## src/rtl/btn_debounce_if.sv

```systemverilog
// Button debouncer signal bundle: raw active-low button in, debounced
// level and event pulses out. The debouncer is the slave, the user the master.
interface btn_debounce_if;
  logic btn_n_i;
  logic btn_o;
  logic press_o;
  logic release_o;
  logic long_o;

  modport master (output btn_n_i, input btn_o, press_o, release_o, long_o);
  modport slave  (input btn_n_i, output btn_o, press_o, release_o, long_o);
endinterface

```

## src/rtl/btn_debounce.sv

```systemverilog
// Push-button debouncer: 2-flop synchronizer, four-state debounce FSM,
// registered press/release pulses and an optional long-press pulse.
// Optional feature macro: BTN_LONG_PRESS_EN (adds the hold counter and long_o;
// without it long_o is tied low and LONG_PRESS_CYCLES is unused).
module btn_debounce #(
  parameter int DEBOUNCE_CYCLES   = 500000,
  parameter int LONG_PRESS_CYCLES = 50000000
) (
  input logic           clk_i,
  input logic           rst_ni,
  btn_debounce_if.slave bus
);

  typedef enum logic [1:0] {IDLE, PRESS_CHK, HELD, REL_CHK} state_e;

  localparam int CW = $clog2(DEBOUNCE_CYCLES + 1);
  localparam logic [CW-1:0] CNT_ONE = CW'(1);
  localparam logic [CW-1:0] CNT_MAX = CW'(DEBOUNCE_CYCLES);

  logic          s1_q, s2_q;
  state_e        state_q, state_d;
  logic [CW-1:0] cnt_q, cnt_d;
  logic          btn_q, btn_d;
  logic          press_q, press_d;
  logic          rel_q, rel_d;

  // Bring the raw button into the clock domain, inverted to active-high.
  // NOTE: sequential state always uses non-blocking (<=) so every flop
  // samples the pre-edge value of its source, giving a true 2-stage pipe.
  always_ff @(posedge clk_i or negedge rst_ni) begin
    if (!rst_ni) begin
      s1_q <= 1'b0;
      s2_q <= 1'b0;
    end else begin
      s1_q <= ~bus.btn_n_i;
      s2_q <= s1_q;
    end
  end

  // Next-state logic: count consecutive stable samples before changing level.
  // NOTE: every output gets a default first so no path leaves it unassigned,
  // which would otherwise infer a latch.
  always_comb begin
    state_d = state_q;
    cnt_d   = cnt_q;
    btn_d   = btn_q;
    press_d = 1'b0;
    rel_d   = 1'b0;
    unique case (state_q)
      IDLE: begin
        if (s2_q) begin
          if (CNT_MAX == CNT_ONE) begin
            state_d = HELD;
            cnt_d   = '0;
            btn_d   = 1'b1;
            press_d = 1'b1;
          end else begin
            state_d = PRESS_CHK;
            cnt_d   = CNT_ONE;
          end
        end
      end
      PRESS_CHK: begin
        if (!s2_q) begin
          state_d = IDLE;
          cnt_d   = '0;
        end else if (cnt_q + CNT_ONE == CNT_MAX) begin
          state_d = HELD;
          cnt_d   = '0;
          btn_d   = 1'b1;
          press_d = 1'b1;
        end else begin
          cnt_d = cnt_q + CNT_ONE;
        end
      end
      HELD: begin
        if (!s2_q) begin
          if (CNT_MAX == CNT_ONE) begin
            state_d = IDLE;
            cnt_d   = '0;
            btn_d   = 1'b0;
            rel_d   = 1'b1;
          end else begin
            state_d = REL_CHK;
            cnt_d   = CNT_ONE;
          end
        end
      end
      REL_CHK: begin
        if (s2_q) begin
          state_d = HELD;
          cnt_d   = '0;
        end else if (cnt_q + CNT_ONE == CNT_MAX) begin
          state_d = IDLE;
          cnt_d   = '0;
          btn_d   = 1'b0;
          rel_d   = 1'b1;
        end else begin
          cnt_d = cnt_q + CNT_ONE;
        end
      end
      default: begin
        state_d = IDLE;
        cnt_d   = '0;
        btn_d   = 1'b0;
      end
    endcase
  end

  // FSM register: state, counter and all outputs come straight from flops.
  always_ff @(posedge clk_i or negedge rst_ni) begin
    if (!rst_ni) begin
      state_q <= IDLE;
      cnt_q   <= '0;
      btn_q   <= 1'b0;
      press_q <= 1'b0;
      rel_q   <= 1'b0;
    end else begin
      state_q <= state_d;
      cnt_q   <= cnt_d;
      btn_q   <= btn_d;
      press_q <= press_d;
      rel_q   <= rel_d;
    end
  end

  assign bus.btn_o     = btn_q;
  assign bus.press_o   = press_q;
  assign bus.release_o = rel_q;

`ifdef BTN_LONG_PRESS_EN
  localparam int HW = $clog2(LONG_PRESS_CYCLES + 1);
  localparam logic [HW-1:0] HOLD_ONE = HW'(1);
  localparam logic [HW-1:0] HOLD_MAX = HW'(LONG_PRESS_CYCLES);

  logic [HW-1:0] hold_q, hold_d;
  logic          long_q, long_d;

  // Count cycles spent in HELD since the accepted press; frozen in REL_CHK
  // so a release bounce does not restart it, saturating at the threshold.
  always_comb begin
    hold_d = hold_q;
    long_d = 1'b0;
    if (press_d) begin
      hold_d = '0;
    end else if (state_q == HELD && hold_q != HOLD_MAX && !rel_d) begin
      hold_d = hold_q + HOLD_ONE;
      long_d = (hold_q + HOLD_ONE == HOLD_MAX);
    end
  end

  // Hold counter and long-press pulse register.
  always_ff @(posedge clk_i or negedge rst_ni) begin
    if (!rst_ni) begin
      hold_q <= '0;
      long_q <= 1'b0;
    end else begin
      hold_q <= hold_d;
      long_q <= long_d;
    end
  end

  assign bus.long_o = long_q;
`else
  assign bus.long_o = 1'b0;
`endif

endmodule

```

## src/flat_wrapper.sv

```systemverilog
// flat-port wrapper written by rule: the top's interface ports become plain ports
module btn_debounce_flat 
#(
  parameter int DEBOUNCE_CYCLES   = 500000,
  parameter int LONG_PRESS_CYCLES = 50000000
)
  (clk_i, rst_ni, bus_btn_n_i, bus_btn_o, bus_press_o, bus_release_o, bus_long_o);
  btn_debounce_if bus_i ();
  input logic clk_i;
  input logic rst_ni;
  input wire logic [$bits(bus_i.btn_n_i)-1:0] bus_btn_n_i;
  output wire logic [$bits(bus_i.btn_o)-1:0] bus_btn_o;
  output wire logic [$bits(bus_i.press_o)-1:0] bus_press_o;
  output wire logic [$bits(bus_i.release_o)-1:0] bus_release_o;
  output wire logic [$bits(bus_i.long_o)-1:0] bus_long_o;
  assign bus_i.btn_n_i = bus_btn_n_i;
  assign bus_btn_o = bus_i.btn_o;
  assign bus_press_o = bus_i.press_o;
  assign bus_release_o = bus_i.release_o;
  assign bus_long_o = bus_i.long_o;
  btn_debounce #(.DEBOUNCE_CYCLES(DEBOUNCE_CYCLES), .LONG_PRESS_CYCLES(LONG_PRESS_CYCLES)) u_core (.clk_i(clk_i), .rst_ni(rst_ni), .bus(bus_i));
endmodule
```

## config.mk

```make
export PLATFORM = sky130hd
export DESIGN_NAME = btn_debounce_flat
export DESIGN_NICKNAME = d
export VERILOG_FILES = /design/src/rtl/btn_debounce_if.sv /design/src/rtl/btn_debounce.sv /design/src/flat_wrapper.sv
export SDC_FILE = /design/constraint.sdc
export NUM_CORES = 1
export LEC_CHECK = 0
export ABC_AREA = 1
export ABC_CLOCK_PERIOD_IN_PS = 3300
export CORE_MARGIN = 8
export CORE_UTILIZATION = 60
export CTS_CLUSTER_SIZE = 16
export DETAILED_ROUTE_END_ITERATION = 10
export PLACE_DENSITY_LB_ADDON = 0.1
export SYNTH_ARGS = -nofsm -noshare
export SYNTH_HDL_FRONTEND = slang
export SYNTH_SLANG_ARGS = --single-unit
export TNS_END_PERCENT = 50
```

## constraint.sdc

```tcl
create_clock -name clk_i -period 3.3 [get_ports clk_i]
set_input_delay 0.66 -clock clk_i [delete_from_list [all_inputs] [get_ports clk_i]]
set_output_delay 0.66 -clock clk_i [all_outputs]
set_load 0.005 [all_outputs]
```

# ---- Word level (Yosys, flattened, before mapping)
# Index checks and enable logic that the tools add are counted.
dict set report classes {
  n_addsub 1
  eq_ne 12
  n_mux 23
  n_bitwise 1
  n_reduce_logical 5
}
# op n
set ops {}
lappend ops {{19-bit two-way mux} 5}
lappend ops {{19-bit case mux with 4 select lines} 1}
lappend ops {{19-bit by 1-bit adder with 19-bit output (second input constant)} 1}
lappend ops {{19-bit equality test (second input constant)} 1}
lappend ops {{2-bit two-way mux} 6}
lappend ops {{1-bit two-way mux} 9}
lappend ops {{2-bit by 1-bit != test with 1-bit output (second input constant)} 4}
lappend ops {{2-bit case mux with 4 select lines} 1}
lappend ops {{5-bit AND reduction} 1}
lappend ops {{2-bit equality test (second input constant)} 2}
lappend ops {{2-bit != test (second input constant)} 2}
lappend ops {{4-bit AND reduction} 1}
lappend ops {{3-bit by 1-bit != test with 1-bit output (second input constant)} 1}
lappend ops {{3-bit != test (second input constant)} 1}
lappend ops {{2-bit by 1-bit equality test with 1-bit output (second input constant)} 1}
lappend ops {{2-bit logical NOT} 1}
lappend ops {{1-bit case mux with 2 select lines} 1}
lappend ops {{2-bit AND reduction} 1}
lappend ops {{2-bit nonzero test} 1}
lappend ops {{1-bit inverter} 1}
dict set report word_totals {
  regBits 26
  out_inout_bits 4
  wordCells 49
}

# ---- Longest topological paths before layout
dict set report depth {
  ltp_word 5
  ltp_mapped 13
  ltp_nobuf 13
}

# ---- Worst setup path after synthesis
# Ideal clock, no wire load.
dict set report synth_path {
  path_type {flip-flop to flip-flop}
  startpoint {register u_core.cnt_q[0]}
  endpoint {register with a tool-made name}
  setup_time_ns 0.117
  arrival_time_ns 1.575
  path_slack_ns 1.608
  path_stages_with_launch 13
  n_path_buf 0
  period_less_slack_ns 1.692
  path_cell_list {dfrtp_1 > ha_1 > nand2_1 > nor2_4 > nand2_2 > nor2_2 > nand3b_1 > nand2_2 > nand2_2 > nor2_4 > nand3_2 > nand2_1 > nand2_1}
}
# element line_no
set synth_lines {}
lappend synth_lines {{from (decl)} btn_debounce.sv:22} ;# logic [CW-1:0] cnt_q, cnt_d;
lappend synth_lines {{from (signal assigned)} btn_debounce.sv:120} ;# cnt_q <= cnt_d;

# ---- Final worst setup path
dict set report layout_path {
  startpoint {register u_core.s2_q}
  endpoint {register u_core.cnt_q[9]}
}
dict set report layout_between {
  elab_chain_len 2
  word_cells_on_any_way 6
}
# element line_no
set layout_rtl {}
lappend layout_rtl {{from (decl)} btn_debounce.sv:20} ;# logic s1_q, s2_q;
lappend layout_rtl {{from (signal assigned)} btn_debounce.sv:36} ;# s2_q <= s1_q;
lappend layout_rtl {{19-bit two-way mux, or another cell as far along} btn_debounce.sv:90} ;# if (s2_q) begin
lappend layout_rtl {{19-bit case mux with 4 select lines or 2-bit AND reduction (tied branches)} --}
# Parallel ways exist; a longest one is shown, timed or not.
# A chain may end at the register's enable or synchronous reset.

==> reports/results.tsv <==
stage	metric	value	unit
worst_setup_path	crit-path cells	clkinv_1 -> nor2_1 -> nor2_1 -> inv_1 -> nor2_1 -> inv_1 -> o211ai_1	
logic_synthesis	mux cell area share after synthesis	0	%
logic_synthesis	asr flop ratio synth	100	%
routing	final WL	4210	um
routing	vias	1713	
worst_setup_path	Critical Path Most Common Cell	nor2_1	
final_layout	commonest non-fill, non-tap cells in the layout	nand2_1, nand3_1, inv_1, nor2_1, dfrtp_1	
grt	total gr overflow	0	
worst_setup_path	largest stage delay on the critical path	630	ps
grt	largest net degree at the start of global routing	27	
cts	Hold Buf Count CTS	0	
worst_setup_path	Levels on crit path	7	
timing	Final Max Tran Viols	0	
logic_synthesis	XOR/XNOR Fraction of Synth Area	0	%
power	sequential share of power	62.6	%
worst_setup_path	origin of the worst setup path	u_core.s2_q	
logic_synthesis	Cells after Synth	278	
place	Buffers on Ports	5	
grt	vias in the first global route	1598	
timing	RSZ-0062 raised after global routing	false	
place	GP Congestion	1.02	
worst_setup_path	internal reg-to-reg setup slack	890	ps
logic_synthesis	Syn Nets	282	
power	power per cell area	271	nW/um^2
final_layout	synth-to-layout area growth	6.14	%
logic_synthesis	simple-gate share of the synthesized area	49.2	%
logic_synthesis	Avg Cell Area, Syn	6.67	um^2
logic_synthesis	largest family of logic cells by synthesized area	simple AND/OR/NAND/NOR gates	
cts	CTS tree	built	
cts	Max clock buf depth	2	
worst_setup_path	kind of end point of the critical path	flip-flop	
routing	Initial DRT Pass Iterations	4	
worst_setup_path	R2R cell count	7	
die	die width	71.6	um
die	Die Span Y	71.6	um
grt	first-pass GRT wire length	7160	um
cts	Clock transition at path regs	130	ps
worst_setup_path	Worst setup SP type	flip-flop	
status	status	finished clean	
final_layout	Final Non-Filler Cells	317	
logic_synthesis	Synth Area in Compound Gates	6.41	%
power	switching share of total power	24.6	%
timing	Final Skew	3.55	ps
worst_hold_path	Worst Hold Class	reg -> reg	
routing	ANT nets after route	0	
worst_setup_path	Req. time, crit path	3550	ps
logic_synthesis	top_reg_cell synth	dfrtp_1	
timing	final setup fails	0	
worst_setup_path	CP endpoint	u_core.cnt_q[9]	
power	leakage	0.891	nW
cts	CTS Sinks	26	
grt	Total GRT Usage	17.6	%
cts	CTS resizes	0	
power	Clock power frac	30.5	%
final_layout	share of post-route cells with drive strength above 1	11.3	%
die	die footprint	5130	um^2
logic_synthesis	number of flops mapped to enable cells by yosys	0	
logic_synthesis	Seq/Total Area, Yosys	35.1	%
timing	Final Cycle Share	72.9	%
power	peak supply drop	0.245	mV
logic_synthesis	Post-Synth Adder-Cell Area	0.675	%
timing	final hold viol count	0	
power	Combinational Power Share	6.9	%
worst_setup_path	worst r2r dst	u_core.cnt_q[9]	
logic_synthesis	Synth cell types	26	
die	io pins	7	
worst_setup_path	Crit-path slowest cell	nor2_1	
job	MaxCap Viol Count	0	
cts	postcts setup bufs	0	
timing	Least-Margin Pin Slew	827	ps
routing	routed length per instance	13.3	um
place	Placed Cells	313	
timing	setup TNS	0	ps
worst_setup_path	CP Max Fanout	15	
timing	Max transition margin	44.6	%
die	row cnt	20	
logic_synthesis	Synthesis Warnings	0	
routing	routed vias/inst	5.40	
power	Int Pwr	0.402	mW
die	Core Box Area	3000	um^2
final_layout	most common cell after layout, fill and taps aside	nand2_1	
worst_setup_path	Critical Path AT	2650	ps
logic_synthesis	Mapped Area	1850	um^2
place	Post-DP HPWL	3310	um
grt	antenna violations before repair	0	
cts	H-tree Lvls	1	
power	Sw Pwr	0.131	mW
worst_setup_path	CP Buf/Inv Count	3	
cts	TritonCTS buffer count	3	
final_layout	nets@finish	289	
worst_setup_path	Crit Path Category	reg -> reg	
cts	Clock Latency Late Sink	330	ps
cts	Root Driver	clkbuf_4	
die	Initial Util	61.7	%
final_layout	diode count	0	
logic_synthesis	synthesized flop and latch total	26	
routing	DRC	0	
worst_setup_path	CP top delay family	simple AND/OR/NAND/NOR gates	
worst_setup_path	Worst R2R Start	u_core.s2_q	
timing	min Tclk post-route	2410	ps
timing	maximum clock frequency	416	MHz
routing	Initial DRC Count	137	
-- registers in the layout, indices dropped and copies added, names as in the netlist, named ones only --
register	flops
u_core.bus.press_o	1
u_core.state_q	1
u_core.bus.release_o	1
u_core.bus.btn_o	1
u_core.s1_q	1
u_core.cnt_q	19
u_core.s2_q	1
-- final cells by class --
cell class	count	area [um^2]
Multi-Input combinational cell	212	1050
Inverter	36	135
Sequential cell	26	651
Clock buffer	4	36.3
Tap cell	33	41.3
Timing Repair Buffer	6	57.6
Fill cell	278	1030
-- Yosys cell counts (3+ instances only) --
cell type | n | area, um^2
nand2_2 | 10 | 62.6
nand3_1 | 35 | 175
nor2_1 | 33 | 124
o21ai_0 | 4 | 20.0
nand3_2 | 3 | 30.0
dfrtp_1 | 26 | 651
o211ai_1 | 6 | 45.0
nand4_1 | 7 | 43.8
inv_1 | 34 | 128
nor2_4 | 7 | 78.8
o311ai_0 | 4 | 35.0
nand2_1 | 88 | 330
nor2_2 | 5 | 31.3
-- worst reg2reg max path, delay by kind of cell (launching register included) --
| kind | cells | cell delay (ps) |
|---|---|---|
| AND/OR/NAND/NOR | 3 | 910 |
| flip-flops | 1 | 560 |
| AO/OA/AOI/OAI | 1 | 260 |
| buffers and inverters | 3 | 590 |
-- stage by stage --
step	setup WS (ps)	utilization (%)	hold slack (ps)	instance area (um^2)	power, mW
2_1_floorplan	1610	-	331	1850	0.362
3_3_place_gp	1030	64.3	340	1930	0.376
3_5_place_dp	945	64.3	338	1930	0.377
4_1_cts	925	65.5	374	1970	0.539
5_1_grt	640	65.5	383	1970	0.551
6_report	895	65.5	371	1970	0.534
-- how the worst min path moves through the flow --
| stage | start | end | slack, ps | depth (start not counted) |
|---|---|---|---|---|
| 6_report | u_core.s1_q | u_core.s2_q | 370 | 0 |
| 4_1_cts | u_core.s1_q | u_core.s2_q | 370 | 0 |
| 5_1_grt | u_core.s1_q | u_core.s2_q | 380 | 0 |
| 2_1_floorplan | u_core.s1_q | u_core.s2_q | 330 | 0 |
| 3_3_place_gp | u_core.s1_q | u_core.s2_q | 340 | 0 |
| 3_5_place_dp | u_core.s1_q | u_core.s2_q | 340 | 0 |
-- power by group through the flow --
stage | sequential (mW) | combinational [mW] | clock (mW)
3_5_place_dp | 0.340 | 0.0371 | 0
5_1_grt | 0.336 | 0.0423 | 0.173
3_3_place_gp | 0.340 | 0.0363 | 0
2_1_floorplan | 0.336 | 0.0262 | 0
4_1_cts | 0.334 | 0.0372 | 0.168
6_report | 0.334 | 0.0370 | 0.163
-- per-layer routing --
metal	track usage [%]	vias up	part of all wire (%)
met5	0	-	0
met4	9.07	0	3.6
met3	2.51	13	5.7
met2	27.1	38	44
met1	23.2	757	47
li1	-	905	-
-- kinds of logic after synthesis --
logic type,count (synthesis)
AO/OA/AOI/OAI,17
adder cells (fa/ha/maj),1
buffers and inverters,40
flip-flops,26
other,1
AND/OR/NAND/NOR,193
Power figures use the tool's default switching activity.
